[config.mk]
export PLATFORM = sky130hd
export DESIGN_NAME = apb_requester_flat
export DESIGN_NICKNAME = d
export VERILOG_FILES = /design/src/rtl/apb_req_pkg.sv /design/src/rtl/apb_requester_if.sv /design/src/rtl/apb_req_wdog.sv /design/src/rtl/apb_requester.sv /design/src/flat_wrapper.sv
export SDC_FILE = /design/constraint.sdc
export NUM_CORES = 1
export LEC_CHECK = 0
export CORE_ASPECT_RATIO = 1.2
export CORE_MARGIN = 5
export CORE_UTILIZATION = 38
export CTS_BUF_LIST = sky130_fd_sc_hd__clkbuf_8
export DETAILED_ROUTE_END_ITERATION = 12
export PLACE_DENSITY = 0.91
export SLEW_MARGIN = 5
export SYNTH_ARGS = -nofsm -noshare
export SYNTH_HDL_FRONTEND = slang
export SYNTH_SLANG_ARGS = --single-unit
[constraint.sdc]
create_clock -name PCLK -period 1.5 [get_ports PCLK]
set_input_delay 0.375 -clock PCLK [delete_from_list [all_inputs] [get_ports PCLK]]
set_output_delay 0.375 -clock PCLK [all_outputs]
set_load 0.02 [all_outputs]
[src/rtl/apb_req_pkg.sv]
// Shared types and constants for the APB4 requester: FSM state enum, default widths
// and the strobe-width helper.
package apb_req_pkg;

    typedef enum logic [1:0] {
        IDLE   = 2'd0,
        SETUP  = 2'd1,
        ACCESS = 2'd2
    } apb_req_state_e;

    localparam int PROT_W     = 3;
    localparam int ADDR_W_DEF = 16;
    localparam int DATA_W_DEF = 32;

    function automatic int strb_width(input int data_w);
        return data_w / 8;
    endfunction

endpackage

[src/rtl/apb_requester_if.sv]
// Command/response port and APB4 pins of the requester, bundled as one interface.
// master = the requester itself, slave = command source plus APB completer.
interface apb_requester_if
    import apb_req_pkg::*;
#(
    parameter int ADDR_WIDTH = ADDR_W_DEF,
    parameter int DATA_WIDTH = DATA_W_DEF
) ();
    localparam int STRB_W = strb_width(DATA_WIDTH);

    logic                  cmd_valid;
    logic                  cmd_ready;
    logic                  cmd_write;
    logic [ADDR_WIDTH-1:0] cmd_addr;
    logic [DATA_WIDTH-1:0] cmd_wdata;
    logic [STRB_W-1:0]     cmd_strb;
    logic [PROT_W-1:0]     cmd_prot;

    logic                  rsp_valid;
    logic [DATA_WIDTH-1:0] rsp_rdata;
    logic                  rsp_err;
    logic                  rsp_timeout;

    logic                  PSEL;
    logic                  PENABLE;
    logic                  PWRITE;
    logic [ADDR_WIDTH-1:0] PADDR;
    logic [DATA_WIDTH-1:0] PWDATA;
    logic [STRB_W-1:0]     PSTRB;
    logic [PROT_W-1:0]     PPROT;
    logic                  APBACTIVE;
    logic                  PREADY;
    logic                  PSLVERR;
    logic [DATA_WIDTH-1:0] PRDATA;

    modport master (
        input  cmd_valid, cmd_write, cmd_addr, cmd_wdata, cmd_strb, cmd_prot,
        output cmd_ready,
        output rsp_valid, rsp_rdata, rsp_err, rsp_timeout,
        output PSEL, PENABLE, PWRITE, PADDR, PWDATA, PSTRB, PPROT, APBACTIVE,
        input  PREADY, PSLVERR, PRDATA
    );

    modport slave (
        output cmd_valid, cmd_write, cmd_addr, cmd_wdata, cmd_strb, cmd_prot,
        input  cmd_ready,
        input  rsp_valid, rsp_rdata, rsp_err, rsp_timeout,
        input  PSEL, PENABLE, PWRITE, PADDR, PWDATA, PSTRB, PPROT, APBACTIVE,
        output PREADY, PSLVERR, PRDATA
    );

endinterface

[src/rtl/apb_req_wdog.sv]
// ACCESS-phase watchdog: counts enabled wait cycles and flags when the limit is reached.
module apb_req_wdog #(
    parameter int TIMEOUT_CYCLES = 256
) (
    input  logic i_clk,
    input  logic i_rst_n,
    input  logic i_en,
    input  logic i_clear,
    input  logic i_inc,
    output logic o_expired
);
    localparam int CNT_W = $clog2(TIMEOUT_CYCLES) + 1;

    logic [CNT_W-1:0] r_cnt;

    always_ff @(posedge i_clk) begin
        if (!i_rst_n) begin
            r_cnt <= '0;
        end else if (i_en) begin
            if (i_clear)
                r_cnt <= '0;
            else if (i_inc && !o_expired)
                r_cnt <= r_cnt + 1'b1;
        end
    end

    assign o_expired = (r_cnt == CNT_W'(TIMEOUT_CYCLES - 1));

endmodule

[src/rtl/apb_requester.sv]
// APB4 requester: single-transfer valid/ready command port in, IDLE/SETUP/ACCESS
// sequencing out. Define APB_REQ_TIMEOUT_EN to add the ACCESS-phase watchdog.
module apb_requester
    import apb_req_pkg::*;
#(
    parameter int ADDR_WIDTH     = ADDR_W_DEF,
    parameter int DATA_WIDTH     = DATA_W_DEF,
    parameter int TIMEOUT_CYCLES = 256
) (
    input logic             PCLK,
    input logic             PRESETn,
    input logic             PCLKEN,
    apb_requester_if.master bus
);
    localparam int STRB_W = strb_width(DATA_WIDTH);

    apb_req_state_e        r_state;
    logic                  r_psel, r_penable, r_pwrite;
    logic [ADDR_WIDTH-1:0] r_paddr;
    logic [DATA_WIDTH-1:0] r_pwdata, r_rsp_rdata;
    logic [STRB_W-1:0]     r_pstrb;
    logic [PROT_W-1:0]     r_pprot;
    logic                  r_rsp_valid, r_rsp_err;
    logic                  w_cmd_ready, w_accept, w_timeout;

    // Back-to-back accept in the completing ACCESS cycle keeps PSEL high into the next SETUP.
    assign w_cmd_ready = PRESETn & PCLKEN &
                         ((r_state == IDLE) | ((r_state == ACCESS) & bus.PREADY));
    assign w_accept    = w_cmd_ready & bus.cmd_valid;

`ifdef APB_REQ_TIMEOUT_EN
    logic w_expired;
    logic r_rsp_timeout;

    apb_req_wdog #(.TIMEOUT_CYCLES(TIMEOUT_CYCLES)) u_wdog (
        .i_clk     (PCLK),
        .i_rst_n   (PRESETn),
        .i_en      (PCLKEN),
        .i_clear   (r_state == SETUP),
        .i_inc     ((r_state == ACCESS) & ~bus.PREADY),
        .o_expired (w_expired)
    );

    // PREADY wins over a coinciding expiry.
    assign w_timeout       = (r_state == ACCESS) & ~bus.PREADY & w_expired;
    assign bus.rsp_timeout = r_rsp_timeout;
`else
    logic w_unused_tmo;
    assign w_unused_tmo    = (TIMEOUT_CYCLES > 0);
    assign w_timeout       = 1'b0;
    assign bus.rsp_timeout = 1'b0;
`endif

    always_ff @(posedge PCLK) begin
        if (!PRESETn) begin
            r_state     <= IDLE;
            r_psel      <= 1'b0;
            r_penable   <= 1'b0;
            r_rsp_valid <= 1'b0;
            r_rsp_err   <= 1'b0;
            r_rsp_rdata <= '0;
`ifdef APB_REQ_TIMEOUT_EN
            r_rsp_timeout <= 1'b0;
`endif
        end else if (PCLKEN) begin
            r_rsp_valid <= 1'b0;
`ifdef APB_REQ_TIMEOUT_EN
            r_rsp_timeout <= 1'b0;
`endif
            case (r_state)
                IDLE: begin
                    if (w_accept) begin
                        r_state <= SETUP;
                        r_psel  <= 1'b1;
                    end
                end
                SETUP: begin
                    r_state   <= ACCESS;
                    r_penable <= 1'b1;
                end
                ACCESS: begin
                    if (bus.PREADY) begin
                        r_rsp_valid <= 1'b1;
                        r_rsp_err   <= bus.PSLVERR;
                        r_rsp_rdata <= r_pwrite ? '0 : bus.PRDATA;
                        r_penable   <= 1'b0;
                        r_psel      <= w_accept;
                        r_state     <= w_accept ? SETUP : IDLE;
                    end else if (w_timeout) begin
                        r_rsp_valid <= 1'b1;
                        r_rsp_err   <= 1'b1;
                        r_rsp_rdata <= '0;
                        r_psel      <= 1'b0;
                        r_penable   <= 1'b0;
                        r_state     <= IDLE;
`ifdef APB_REQ_TIMEOUT_EN
                        r_rsp_timeout <= 1'b1;
`endif
                    end
                end
                default: begin
                    r_state   <= IDLE;
                    r_psel    <= 1'b0;
                    r_penable <= 1'b0;
                end
            endcase
        end
    end

    // Address/data/control change only on accept; reads drive zero data and strobes.
    always_ff @(posedge PCLK) begin
        if (!PRESETn) begin
            r_pwrite <= 1'b0;
            r_paddr  <= '0;
            r_pwdata <= '0;
            r_pstrb  <= '0;
            r_pprot  <= '0;
        end else if (w_accept) begin
            r_pwrite <= bus.cmd_write;
            r_paddr  <= bus.cmd_addr;
            r_pwdata <= bus.cmd_write ? bus.cmd_wdata : '0;
            r_pstrb  <= bus.cmd_write ? bus.cmd_strb : '0;
            r_pprot  <= bus.cmd_prot;
        end
    end

    assign bus.cmd_ready = w_cmd_ready;
    assign bus.rsp_valid = r_rsp_valid & PCLKEN;
    assign bus.rsp_rdata = r_rsp_rdata;
    assign bus.rsp_err   = r_rsp_err;
    assign bus.PSEL      = r_psel;
    assign bus.PENABLE   = r_penable;
    assign bus.PWRITE    = r_pwrite;
    assign bus.PADDR     = r_paddr;
    assign bus.PWDATA    = r_pwdata;
    assign bus.PSTRB     = r_pstrb;
    assign bus.PPROT     = r_pprot;
    assign bus.APBACTIVE = PRESETn & ((r_state != IDLE) | bus.cmd_valid);

endmodule

[src/flat_wrapper.sv]
// flat-port wrapper written by rule: the top's interface ports become plain ports
module apb_requester_flat import apb_req_pkg::*;
#(
    parameter int ADDR_WIDTH     = ADDR_W_DEF,
    parameter int DATA_WIDTH     = DATA_W_DEF,
    parameter int TIMEOUT_CYCLES = 256
)
  (PCLK, PRESETn, PCLKEN, bus_cmd_valid, bus_cmd_write, bus_cmd_addr, bus_cmd_wdata, bus_cmd_strb, bus_cmd_prot, bus_cmd_ready, bus_rsp_valid, bus_rsp_rdata, bus_rsp_err, bus_rsp_timeout, bus_PSEL, bus_PENABLE, bus_PWRITE, bus_PADDR, bus_PWDATA, bus_PSTRB, bus_PPROT, bus_APBACTIVE, bus_PREADY, bus_PSLVERR, bus_PRDATA);
  apb_requester_if #(.ADDR_WIDTH(ADDR_WIDTH), .DATA_WIDTH(DATA_WIDTH)) bus_i ();
  input logic PCLK;
  input logic PRESETn;
  input logic PCLKEN;
  input wire logic [$bits(bus_i.cmd_valid)-1:0] bus_cmd_valid;
  input wire logic [$bits(bus_i.cmd_write)-1:0] bus_cmd_write;
  input wire logic [$bits(bus_i.cmd_addr)-1:0] bus_cmd_addr;
  input wire logic [$bits(bus_i.cmd_wdata)-1:0] bus_cmd_wdata;
  input wire logic [$bits(bus_i.cmd_strb)-1:0] bus_cmd_strb;
  input wire logic [$bits(bus_i.cmd_prot)-1:0] bus_cmd_prot;
  output wire logic [$bits(bus_i.cmd_ready)-1:0] bus_cmd_ready;
  output wire logic [$bits(bus_i.rsp_valid)-1:0] bus_rsp_valid;
  output wire logic [$bits(bus_i.rsp_rdata)-1:0] bus_rsp_rdata;
  output wire logic [$bits(bus_i.rsp_err)-1:0] bus_rsp_err;
  output wire logic [$bits(bus_i.rsp_timeout)-1:0] bus_rsp_timeout;
  output wire logic [$bits(bus_i.PSEL)-1:0] bus_PSEL;
  output wire logic [$bits(bus_i.PENABLE)-1:0] bus_PENABLE;
  output wire logic [$bits(bus_i.PWRITE)-1:0] bus_PWRITE;
  output wire logic [$bits(bus_i.PADDR)-1:0] bus_PADDR;
  output wire logic [$bits(bus_i.PWDATA)-1:0] bus_PWDATA;
  output wire logic [$bits(bus_i.PSTRB)-1:0] bus_PSTRB;
  output wire logic [$bits(bus_i.PPROT)-1:0] bus_PPROT;
  output wire logic [$bits(bus_i.APBACTIVE)-1:0] bus_APBACTIVE;
  input wire logic [$bits(bus_i.PREADY)-1:0] bus_PREADY;
  input wire logic [$bits(bus_i.PSLVERR)-1:0] bus_PSLVERR;
  input wire logic [$bits(bus_i.PRDATA)-1:0] bus_PRDATA;
  assign bus_i.cmd_valid = bus_cmd_valid;
  assign bus_i.cmd_write = bus_cmd_write;
  assign bus_i.cmd_addr = bus_cmd_addr;
  assign bus_i.cmd_wdata = bus_cmd_wdata;
  assign bus_i.cmd_strb = bus_cmd_strb;
  assign bus_i.cmd_prot = bus_cmd_prot;
  assign bus_cmd_ready = bus_i.cmd_ready;
  assign bus_rsp_valid = bus_i.rsp_valid;
  assign bus_rsp_rdata = bus_i.rsp_rdata;
  assign bus_rsp_err = bus_i.rsp_err;
  assign bus_rsp_timeout = bus_i.rsp_timeout;
  assign bus_PSEL = bus_i.PSEL;
  assign bus_PENABLE = bus_i.PENABLE;
  assign bus_PWRITE = bus_i.PWRITE;
  assign bus_PADDR = bus_i.PADDR;
  assign bus_PWDATA = bus_i.PWDATA;
  assign bus_PSTRB = bus_i.PSTRB;
  assign bus_PPROT = bus_i.PPROT;
  assign bus_APBACTIVE = bus_i.APBACTIVE;
  assign bus_i.PREADY = bus_PREADY;
  assign bus_i.PSLVERR = bus_PSLVERR;
  assign bus_i.PRDATA = bus_PRDATA;
  apb_requester #(.ADDR_WIDTH(ADDR_WIDTH), .DATA_WIDTH(DATA_WIDTH), .TIMEOUT_CYCLES(TIMEOUT_CYCLES)) u_core (.PCLK(PCLK), .PRESETn(PRESETn), .PCLKEN(PCLKEN), .bus(bus_i));
endmodule
# Yosys cells after proc, flatten, opt, wreduce, memory -nomap -nowiden
# Cells that the tools add are included.
# classes
eq_ne	4
n_mux	14
bitwise_logic	10
reduce_logical	6
# ops
cell	n
32-bit 2-to-1 mux	2
3-bit AND reduction	3
1-bit AND	6
1-bit 2-to-1 mux	6
1-bit case mux with 3 select lines	2
2-bit case mux with 3 select lines	1
2-bit 2-to-1 mux	2
4-bit 2-to-1 mux	1
4-bit AND reduction	1
2-bit by 1-bit equality test with 1-bit output, second input constant	1
2-bit equality test, second input constant	1
2-bit logical NOT	1
2-bit by 1-bit inequality test with 1-bit output, second input constant	1
2-bit inequality test, second input constant	1
1-bit NOT	2
1-bit OR	2
2-bit nonzero test	1
# word_totals
regBits	94
in_bits	94
out_inout_bits	95

# Logic depth before layout (Yosys ltp)
# Gate-level depths: netlist of the first run.
# logic_depth
ltp_word	8
depth_mapped	7
mapped_depth_nobuf	3

# Worst setup path before layout of the first run
# No wires, ideal clock.
# synth_timing
path_kind	input to output
start	input PRESETn
end	output bus_APBACTIVE
arrival_time_ns	1.308
required_ns	1.125
setup_slack_ns	-0.183
cell_stages	4
cell_sequence	buf_2 buf_2 clkbuf_1 o31a_1
# synth_via
elab_chain_cells	1
# synth_rtl
item	line_no	rtl
from (decl)	flat_wrapper.sv:11	input logic PRESETn;
1-bit AND	apb_requester.sv:138	assign bus.APBACTIVE = PRESETn & ((r_state != IDLE) | bus.cmd_valid);
to (decl)	flat_wrapper.sv:31	output wire logic [$bits(bus_i.APBACTIVE)-1:0] bus_APBACTIVE;
# No other way between the ends.

# Final worst setup path of the first run
# layout_timing
start	register u_core.r_state[0]
end	output bus_APBACTIVE
# layout_via
elab_chain_cells	3
# layout_rtl
item	line_no	rtl
from (decl)	apb_requester.sv:17	apb_req_state_e r_state;
from (signal assigned)	apb_requester.sv:88	r_state <= w_accept ? SETUP : IDLE;
2-bit nonzero test	apb_requester.sv:138	
1-bit OR	apb_requester.sv:138	
1-bit AND	apb_requester.sv:138	
# No other way between the ends.

==> results of run 1 <==
-- cells by family (layout without fill, tap and decap cells) --
kind of cell | count (synthesis) | after routing
AND/OR/NAND/NOR | 193 | 195
flip-flops | 94 | 94
AO/OA/AOI/OAI | 61 | 61
buffers and inverters | 42 | 227
multiplexers | 36 | 36
other | 1 | 1
-- per-layer routing --
metal / track usage / vias to the layer above / routed length, um
met5: 0 / - / 0
met3: 0.04847 / 27 / 997
li1: - / 1805 / -
met1: 0.2302 / 1753 / 4915
met4: 0.08696 / 0 / 359
met2: 0.3102 / 166 / 5577
-- critical path, delay by kind of cell (launching register included) --
family,cells,cell delay (ns)
flops,1,0.35
compound gates,1,0.33
buf+inv,1,0.14
-- through the flow --
stage	setup TNS, ns	cells	hold WS [ns]	area, um^2	setup slack [ns]
floorplan	0	427	0.4437	3871	0.01196
finish	-0.05509	740	0.3479	6030	-0.05006
detailed placement	-35.07	718	0.4398	5828	-0.6550
global placement	-32.40	718	0.4365	5828	-0.6328
CTS	-2.497	740	0.3277	6031	-0.2018
global route	-0.1491	740	0.3472	6030	-0.09050
-- synth_stat cells (2+ instances only) --
cell type | instances | area, um^2
clkbuf_1 | 23 | 86.33
o21ai_1 | 22 | 110.1
nand4_1 | 20 | 125.1
buf_4 | 2 | 15.01
buf_12 | 3 | 60.06
nand3b_1 | 32 | 240.2
mux2i_1 | 36 | 360.4
nand2b_1 | 2 | 12.51
a21boi_1 | 35 | 262.8
dfxtp_1 | 94 | 1882
buf_2 | 7 | 35.03
and4b_1 | 2 | 20.02
buf_1 | 2 | 7.510
nand3_1 | 2 | 10.01
and2_1 | 2 | 12.51
nand2_1 | 128 | 480.5
buf_6 | 3 | 33.78
-- sequential cells by signal, summed over array words and instances (netlist names) --
signal and flops:
u_core.r_rsp_valid 1, u_core.bus.PPROT 3, u_core.bus.PADDR 16, u_core.bus.rsp_rdata 32
u_core.bus.rsp_err 1, u_core.bus.PWDATA 32, u_core.bus.PENABLE 1, u_core.bus.PSEL 1
u_core.r_state 2, u_core.bus.PWRITE 1, u_core.bus.PSTRB 4
-- final cells by class --
class	instances	area, um^2
Clock inverter	6	80.08
Inverter	1	3.754
Clock buffer	9	123.9
Sequential cell	94	1887
Multi-Input combinational cell	293	1753
Fill cell	850	3930
Tap cell	126	157.7
Timing Repair Buffer	211	2024
-- power by group through the flow --
stage / clock, mW / sequential (mW) / combinational, mW
global placement: 0 / 2.67 / 0.808
detailed placement: 0 / 2.67 / 0.828
floorplan: 0 / 2.76 / 0.277
finish: 1.76 / 2.61 / 0.806
CTS: 1.81 / 2.61 / 0.812
global route: 1.91 / 2.62 / 0.860
-- final timing paths --
kind | endpoint | slack [ns] | cells after the start
worst max-delay path | bus_APBACTIVE | -0.05 | 2
worst min-delay path | u_core.bus.PADDR[11] | 0.35 | 3
worst max register to register | u_core.bus.PSEL | 0.06 | 5
worst min register to register | u_core.bus.rsp_rdata[11] | 0.45 | 2
-- layout by cell type, fill, tap and decap left out, types with 6 or more instances in the layout --
cell type        instances
nand2_1                128
dlygate4sd2_1           92
dfxtp_1                 92
clkdlybuf4s50_1         89
mux2i_1                 36
a21boi_1                35
nand3b_1                32
o21ai_1                 22
nand4_1                 20
buf_4                   17
clkbuf_8                 9
buf_6                    6
-- timing repair --
item | in CTS | in global routing
pin swaps | 2 | 1
buffers inserted | 4 | 0
endpoints found under the setup margin | 151 | 50
resized for setup | 120 | 6
hold buffers | 0 | 0
gates cloned | 3 | 0
==> reports/qor.csv, run 1 <==
metric,value,unit
Ys Warns,0,
drc violations,0,
final clock skew,0.007884,ns
sequential share of the synthesized area,0.4874,
CP endpoint kind,output pin,
crit path cell chain,o31a_1 -> buf_6,
Final Power,5.178,mW
"EDFF count, synth",0,
Routed WL,11850,um
switching power,1.255,mW
Layout area overhead,56.16,%
width of the die,102.0,um
Synth async-reset ratio,0,
Max IR drop VDD,0.0004992,V
root buf cell,clkbuf_8,
crit start category,register,
initial antenna violation count,0,
Max Slew Vio Count,0,
ys flop type,dfxtp_1,
CP max FO,3,
Power Dens Cells,858.8,nW/um^2
WP data arrival,1.18,ns
GPL Wtd Cong,0.7448,
Die Y,120.4,um
maxcap violations,0,
CTS clock-pin slew for the worst setup and hold paths,0.09,ns
DRT Pass-1 Iters,4,
die area,12290,um^2
Num CTS Buffers,9,
combinational fraction of design power,0.156,
"flops & latches, synth",94,
Via Count,3751,
HP Class,input pin to register,
Diodes inserted,0,
run status,finished with violations,
CTS tree,built,
Longest Clk Path Bufs,2,
Worst Setup SP,u_core.r_state[0],
Core Rows,40,
Initial DRC Count,122,
core region area,9960,um^2
Max stage delay on crit path,0.35,ns
part of the power in registers,0.504,
Finished Core Util,0.6054,
final worst-path setup slack,-0.05006,ns
Max H-tree Level,3,
largest family of logic cells by synthesized area,simple AND/OR/NAND/NOR gates,
XOR/XNOR share of the synthesized area,0,
IO Count,189,
HP Start,PRESETn,
post-synthesis compound-gate area fraction,0.1050,
vias in the first global route,3861,
"Slowest-stage cell, CP",dfxtp_2,
f_max,645.1,MHz
Final HPWL DP,8438,um
Mapped Cells,427,
mux cell area share after synthesis,0.09332,
minimum clock period,1.550,ns
Fin. Hold Viols,0,
internal power,3.923,mW
wire length per cell,16.01,um
Post-Synth Adder-Cell Area,0,
syn avg cell area,9.043,um^2
ratio of cells with drive above 1 in the final layout,0.08306,
Final setup viols,2,
simple-gate share of the synthesized area,0.2469,
vias per inst,5.069,
Initial Util,0.3877,
Clock Sinks,94,
Unique masters post-synth,29,
Port Buffers,187,
failing checks,setup timing,
switching share of power,0.2424,
Setup Crit Path Kind,register to output pin,
Lkg Pwr,2.840,nW
Total GRT Usage,0.1893,
unrepaired setup endpoints after global routing,true,
syn_nets,521,
first-pass GRT wire length,18720,um
reg2reg start,u_core.r_state[0],
grt total ovfl,0,
pin count of the biggest net entering global routing,51,
Tcrit/Tclk final,1.033,
post-route ant nets,0,
mapped cell area,3861,um^2
nets,704,
clock share of power,0.340,
Worst Path Required,1.12,ns
Clock Latency Late Sink,0.35,ns
(Power assumes the default switching activity.)
==> run 2, diff against run 1 <==
CORE_MARGIN = unset   (was 5)
==> reports/qor.csv, run 2 (synthesis gave the netlist of run 1 again) <==
metric,value,unit
Clock Sinks,94,
core region area,9711,um^2
drc violations,0,
ratio of cells with drive above 1 in the final layout,0.07249,
dpl ws,-0.6561,ns
CP endpoint kind,output pin,
Final HPWL DP,7777,um
combinational fraction of design power,0.155,
worst reg2reg path depth,5,
pin count of the biggest net entering global routing,77,
vias in the first global route,3588,
Max IR drop VDD,0.0004227,V
DP Cell Count,713,
failing checks,setup timing,
initial antenna violation count,0,
final clock skew,0.004515,ns
Max Slew Vio Count,0,
internal power,3.840,mW
Clock Latency Late Sink,0.34,ns
CTS tree,built,
Worst Path Required,1.12,ns
wire length per cell,14.74,um
first-pass GRT wire length,16980,um
HP Class,register to register,
die area,10570,um^2
DRT Pass-1 Iters,4,
WHS,0.4483,ns
Total GRT Usage,0.2040,
"commonest non-fill, non-tap cells in the layout","nand2_1 (128), dfxtp_1 (92), dlygate4sd2_1 (91)",
post-route ant nets,0,
Routed WL,10760,um
run status,finished with violations,
Via Count,3667,
post-CTS setup buffer count,0,
IO Count,189,
setup_tns,-0.009363,ns
grt total ovfl,0,
minimum clock period,1.509,ns
Tcrit/Tclk final,1.006,
unrepaired setup endpoints after global routing,true,
Max H-tree Level,3,
Initial Util,0.3976,
CTS clock-pin slew for the worst setup and hold paths,0.08,ns
clock share of power,0.327,
Final setup viols,1,
maxcap violations,0,
Initial DRC Count,108,
Fin. Hold Viols,0,
CP max FO,3,
part of the power in registers,0.518,
Lkg Pwr,2.793,nW
f_max,662.5,MHz
Num CTS Buffers,9,
nets,696,
final cell count without fillers,730,
final worst-path setup slack,-0.009363,ns
switching share of power,0.2381,
Setup Crit Path Kind,register to output pin,
Power Dens Cells,847.8,nW/um^2
Die Y,112.4,um
Layout area overhead,53.95,%
switching power,1.200,mW
WP data arrival,1.13,ns
hold depth,2,
crit start category,register,
Port Buffers,187,
"most common cell after layout, fill and taps aside",nand2_1,
root buf cell,clkbuf_8,
vias per inst,5.023,
GPL Wtd Cong,0.7435,
Diodes inserted,0,
Core Rows,39,
width of the die,94.02,um
Longest Clk Path Bufs,2,
-- run 2: final timing paths --
check / start / endpoint / slack [ns]
worst max-delay path: u_core.r_state[0] / bus_APBACTIVE / -0.009
worst min register to register: u_core.bus.rsp_rdata[28] / u_core.bus.rsp_rdata[28] / 0.45
worst max register to register: u_core.r_state[0] / u_core.bus.PWDATA[27] / 0.11
worst min-delay path: u_core.bus.rsp_rdata[28] / u_core.bus.rsp_rdata[28] / 0.45
-- run 2: cell type report --
cell class              count  area (um^2)
flip-flops and latches     94         1887
repair buffers            204         1957
clock inverters             5        48.80
inverters                   1        3.754
multi-input cells         292         1743
clock buffers              11        151.4
well taps                 123        153.9
fillers                   854         3766
-- run 2: metrics by stage --
stage	utilization	power, mW	cell area (um^2)
2_1_floorplan	-	3.033	3871
3_3_place_gp	0.6008	3.477	5834
3_5_place_dp	0.6008	3.498	5834
4_1_cts	0.6110	5.106	5933
5_1_grt	0.6122	5.290	5944
6_report	0.6122	5.040	5944
-- run 2: power groups by stage --
stage	combinational, mW	clock [mW]	sequential [mW]
3_5_place_dp	0.827	0	2.67
4_1_cts	0.783	1.71	2.61
5_1_grt	0.833	1.84	2.62
2_1_floorplan	0.277	0	2.76
3_3_place_gp	0.810	0	2.67
6_report	0.781	1.65	2.61
-- run 2: what timing repair did --
item                                    4_1_cts  5_1_grt
pin swaps                                     2        1
hold buffers                                  0        0
gates cloned                                  1        0
resized for setup                           112        8
endpoints found under the setup margin      128       61
-- run 2: worst max-delay path, cell delays in order, from the launching register on --
cell and delay [ns]:
dfxtp_2 0.34, o31a_1 0.31, buf_6 0.14
-- run 2: layer usage --
| metal | vias to the layer above | part of all wire | global-route usage | wire length [um] |
|---|---|---|---|---|
| met4 | 0 | 0.028 | 0.08410 | 299 |
| met2 | 151 | 0.48 | 0.3533 | 5177 |
| met1 | 1708 | 0.41 | 0.2273 | 4413 |
| met5 | - | 0 | 0 | 0 |
| li1 | 1788 | - | - | - |
| met3 | 20 | 0.081 | 0.06640 | 868 |
